[src/rtl/aoi_bist_controller.sv]
// BIST sequencer for the 5-input AOI cell y = ~((x1&x2)|(x3&x4&x5)): sweeps all 32 vectors and counts mismatches.
// Optional build macro AOI_BIST_STOP_ON_FAIL_EN ends the run at the first mismatch.
module aoi_bist_controller #(
  parameter int SETTLE_CYCLES = 1,
  parameter int ERR_CNT_W     = 6
) (
  input  logic                 clock,
  input  logic                 reset,
  input  logic                 start,
  input  logic                 y_dut,
  output logic [4:0]           x_out,
  output logic                 busy,
  output logic                 done,
  output logic                 pass,
  output logic [ERR_CNT_W-1:0] err_count,
  output logic [4:0]           first_fail
);

  localparam int SET_W = (SETTLE_CYCLES > 1) ? $clog2(SETTLE_CYCLES) : 1;
  localparam logic [SET_W-1:0]     SET_LAST = SET_W'(SETTLE_CYCLES - 1);
  localparam logic [ERR_CNT_W-1:0] ERR_MAX  = '1;

  typedef enum logic [1:0] {IDLE, APPLY, SAMPLE, DONE} state_t;

  state_t               state_q, state_d;
  logic [SET_W-1:0]     settle_q, settle_d;
  logic [4:0]           x_q, x_d;
  logic                 busy_q, busy_d;
  logic                 done_q, done_d;
  logic                 pass_q, pass_d;
  logic [ERR_CNT_W-1:0] err_q, err_d;
  logic [4:0]           ff_q, ff_d;
  logic                 golden;
  logic                 mismatch;
  logic                 finish_run;

  assign golden = ~((x_q[4] & x_q[3]) | (x_q[2] & x_q[1] & x_q[0]));
  // Case inequality so an X or Z from the cell is scored as a failure.
  assign mismatch = (y_dut !== golden);

`ifdef AOI_BIST_STOP_ON_FAIL_EN
  assign finish_run = mismatch || (x_q == 5'd31);
`else
  assign finish_run = (x_q == 5'd31);
`endif

  always_comb begin
    state_d  = state_q;
    settle_d = settle_q;
    x_d      = x_q;
    busy_d   = busy_q;
    done_d   = done_q;
    pass_d   = pass_q;
    err_d    = err_q;
    ff_d     = ff_q;
    case (state_q)
      IDLE: begin
        if (start) begin
          state_d  = APPLY;
          settle_d = '0;
          x_d      = 5'd0;
          busy_d   = 1'b1;
          pass_d   = 1'b0;
          err_d    = '0;
          ff_d     = 5'd0;
        end
      end
      APPLY: begin
        if (settle_q == SET_LAST) begin
          settle_d = '0;
          state_d  = SAMPLE;
        end else begin
          settle_d = settle_q + SET_W'(1);
        end
      end
      SAMPLE: begin
        if (mismatch) begin
          if (err_q != ERR_MAX) err_d = err_q + ERR_CNT_W'(1);
          if (err_q == '0)      ff_d  = x_q;
        end
        if (finish_run) begin
          state_d = DONE;
          busy_d  = 1'b0;
          done_d  = 1'b1;
          pass_d  = (err_d == '0);
        end else begin
          state_d = APPLY;
          x_d     = x_q + 5'd1;
        end
      end
      DONE: begin
        state_d = IDLE;
        done_d  = 1'b0;
      end
      default: state_d = IDLE;
    endcase
  end

  always_ff @(posedge clock or posedge reset) begin
    if (reset) begin
      state_q  <= IDLE;
      settle_q <= '0;
      x_q      <= 5'd0;
      busy_q   <= 1'b0;
      done_q   <= 1'b0;
      pass_q   <= 1'b0;
      err_q    <= '0;
      ff_q     <= 5'd0;
    end else begin
      state_q  <= state_d;
      settle_q <= settle_d;
      x_q      <= x_d;
      busy_q   <= busy_d;
      done_q   <= done_d;
      pass_q   <= pass_d;
      err_q    <= err_d;
      ff_q     <= ff_d;
    end
  end

  assign x_out      = x_q;
  assign busy       = busy_q;
  assign done       = done_q;
  assign pass       = pass_q;
  assign err_count  = err_q;
  assign first_fail = ff_q;

endmodule

[config.mk]
export PLATFORM = sky130hd
export DESIGN_NAME = aoi_bist_controller
export DESIGN_NICKNAME = d
export VERILOG_FILES = /design/src/rtl/aoi_bist_controller.sv
export SDC_FILE = /design/constraint.sdc
export NUM_CORES = 1
export LEC_CHECK = 0
export BUFFER_PORTS_ARGS = -buffer_cell sky130_fd_sc_hd__buf_2
export CAP_MARGIN = 20
export CORE_ASPECT_RATIO = 0.7
export CORE_UTILIZATION = 54
export CTS_CLUSTER_DIAMETER = 150
export DETAILED_ROUTE_END_ITERATION = 10
export PLACE_DENSITY = 0.78
export SKIP_LAST_GASP = 1
export SLEW_MARGIN = 5
export SYNTH_ARGS = -nofsm -noshare
export SYNTH_HDL_FRONTEND = slang
export SYNTH_SLANG_ARGS = --single-unit
[constraint.sdc]
create_clock -name clock -period 2.2 [get_ports clock]
set_input_delay 0 -clock clock [delete_from_list [all_inputs] [get_ports clock]]
set_output_delay 0 -clock clock [all_outputs]
set_load 0.01 [all_outputs]
==> results.toml <==
[run_status]
outcome = "complete, no violations"

[cells_and_area]
drive_gt1_share_pct = 22.88
areaGrowthSynthToFinish_pct = 15.16
diodes = 0
fill_cells = 156
final_nets = 162

[run]
maxCapViolCount = 0

[global_routing]
antenna_found_initial = 0
grt.total_usage_pct = 24.02
grt_max_degree = 22
grt_pass1_vias = 901
grt_pass1_wl_um = 4305
overflow = 0

[drt]
postRouteAntennaNets = 0
top_layer = "met4"
drcViolationCount = 0
met1_length_um = 1209
drtIter0Drc = 42
wl_um = 2576
dr.pass1.iters = 6
wl_met3_um = 203
route.met2.wl_um = 1150
vias = 1023
avgRoutedWirePerCell_um = 14.08
vias_per_cell = 5.590

[synth]
syn_area_per_cell_sq_um = 9.413
yosysSeqAreaShare_pct = 43.61
netlist_area_sq_um = 1205
synthMostInstantiatedCell = "nand2_1"
ys_warn_count = 0
syn_inst = 128
yosys-top-cells-count = "nand2_1 (24), dfrtp_1 (21), nand3_1 (11)"
synth.area.top_cells = "dfrtp_1 (44%), mux2i_1 (7.5%), nand2_1 (7.5%)"
ys_async_sr_fraction_pct = 100.0
synth_nets = 136
ys.flop_type = "dfrtp_1"
synth_edf_count = 0
yosysUniqueCellTypes = 36
synth_top_area_share_pct = 43.61
yosys.area.top_type = "dfrtp_1"
ys_ff_latch = 21

[floorplanning]
rows = 13
start_util_pct = 61.22
io_pins = 23
dieArea_sq_um = 2427
fp.coreArea_sq_um = 1968
die_h_um = 41.52
die_x_um = 58.46

[hold_path]
hp-class = "input pin to register"
min_from = "start"
hold_depth = 3
hold_end = "err_count[2]"

[clocking]
cts_setup_buffers = 0
clock_latency_ns = 0.30
tritoncts = "built"
cts-root-buf = "clkbuf_4"
cts.sinks = 21
clk_pin_slew_ns = 0.11
cts_buffers = 3
cts_buffer_depth = 2
htreeDepth = 1

[timing]
tns_ns = 0
fin_crit_ns = 2.017
slew_headroom_pct = 48.03
max_slew.worst_pin.slew_ns = 0.7787
setup_ws_ns = 0.1832
final_hold_viol_count = 0
finalSetupViolations = 0
drv_slew = 0
skew_ns = 0.007459
fin_crit_sh_pct = 91.67
max_freq_ghz = 0.4958
rsz0062_at_grt = "false"

[critical_path]
r2r_start = "x_out[0]"
crit_chain = "ha_1, and3_2, ha_1, or2_2, o31ai_1, a22o_2"
r2r_end = "x_out[2]"
path_class = "register to register"
crit_buf_inv = 0
slowest_stage = "dfrtp_1"
slowest_delay_ns = 0.49
cp_max_fo = 11
critical-path-top-delay-family = "adder cells"
worstPathRequired_ns = 2.45
crit_arrival_ns = 2.27
end_kind = "register"
crit_top_cell = "ha_1"
startpoint_type = "register"
r2r_slack_ns = 0.18
rr_worst_depth = 6

[power]
p_seq_share_pct = 45.2
pwr-share-clk_pct = 15.0
p_int_uw = 703.3
comb_power_share_pct = 39.9
vdd_ir_drop_max_mv = 0.4610
swShare_pct = 41.71
power.switching_uw = 503.2
cellPowerDensity_nw_per_um2 = 869.5
power_leakage_uw = 0.0006770

[placement]
place_congestion = 0.8178
io_buffer_count = 22
dp_slack_ns = 0.2257
hpwlAfterDp_um = 2001
[logic make-up after synthesis]
kind of cell,after synthesis,share of synthesized area (%)
buf+inv,12,3.842
xor+xnor,3,2.804
compound gates,25,15.78
simple gates,54,22.33
flops,21,43.61
fa+ha+maj,4,4.154
mux,9,7.477
[final cells by class]
type / count / area [sq um] / share of cell area [%]
clock buffers: 4 / 26.28 / 1.894
well taps: 30 / 37.54 / 2.705
inverters: 8 / 30.03 / 2.164
repair buffers: 25 / 135.1 / 9.739
multi-input cells: 95 / 633.1 / 45.63
flip-flops and latches: 21 / 525.5 / 37.87
[cell usage in the layout (no fill, tap or decap), drive strengths merged, types with 2 or more instances in the layout]
| cell | count |
|---|---|
| nand3 | 11 |
| dfrtp | 21 |
| and3 | 3 |
| buf | 24 |
| mux2i | 9 |
| ha | 4 |
| nor3 | 2 |
| a22oi | 2 |
| a22o | 3 |
| nand2 | 25 |
| a21oi | 3 |
| inv | 8 |
| nor2 | 7 |
| o31ai | 2 |
| o21ai | 8 |
| clkbuf | 4 |
| xor2 | 2 |
[flip-flops by register name, indices dropped and copies added (netlist names)]
register	flops
err_count	6
first_fail	5
x_out	5
state_q	2
busy	1
done	1
pass	1
[how the worst max path moves through the flow]
stage / start / endpoint / slack [ns] / cells past startpoint
2_1_floorplan: x_out[0] / pass / 0.40 / 7
3_3_place_gp: x_out[0] / x_out[2] / 0.32 / 6
3_5_place_dp: x_out[0] / x_out[2] / 0.23 / 6
4_1_cts: x_out[0] / x_out[2] / 0.20 / 6
5_1_grt: x_out[1] / x_out[2] / 0.08 / 6
6_report: x_out[0] / x_out[2] / 0.18 / 6
[stage by stage]
step	power, uW	instances	utilization [%]	hold slack (ns)	area [sq um]
2_1_floorplan	867.3	128	-	-0.02347	1205
3_3_place_gp	1008	178	68.66	0.1648	1351
3_5_place_dp	1029	178	68.66	0.1822	1351
4_1_cts	1211	183	70.50	0.1230	1388
5_1_grt	1302	183	70.50	0.1389	1388
6_report	1206	183	70.50	0.1478	1388
[worst reg2reg max path, cell delays in order (launching register included)]
cell     delay [ns]
dfrtp_1        0.49
ha_1           0.25
and3_2         0.18
ha_1           0.30
or2_2          0.35
o31ai_1        0.23
a22o_2         0.17
[metal layers]
metal | up-vias | track usage (%)
met4 | 0 | 5.714
met2 | 45 | 34.94
met5 | - | 0
met1 | 476 | 35.56
li1 | 500 | -
met3 | 2 | 6.542
[repair_timing]
item / CTS / global route
hold endpoints to repair: 21 / 0
resized for setup: 0 / 0
hold buffers: 1 / 0
[power by group through the flow]
stage               Sequential (uW)  Combinational, uW  Clock [uW]
floorplan                       539                328           0
detailed placement              553                476           0
global placement                547                461           0
CTS                             545                479         187
finish                          545                481         181
global route                    561                538         203
No activity file was read; power rests on OpenSTA's default activity.
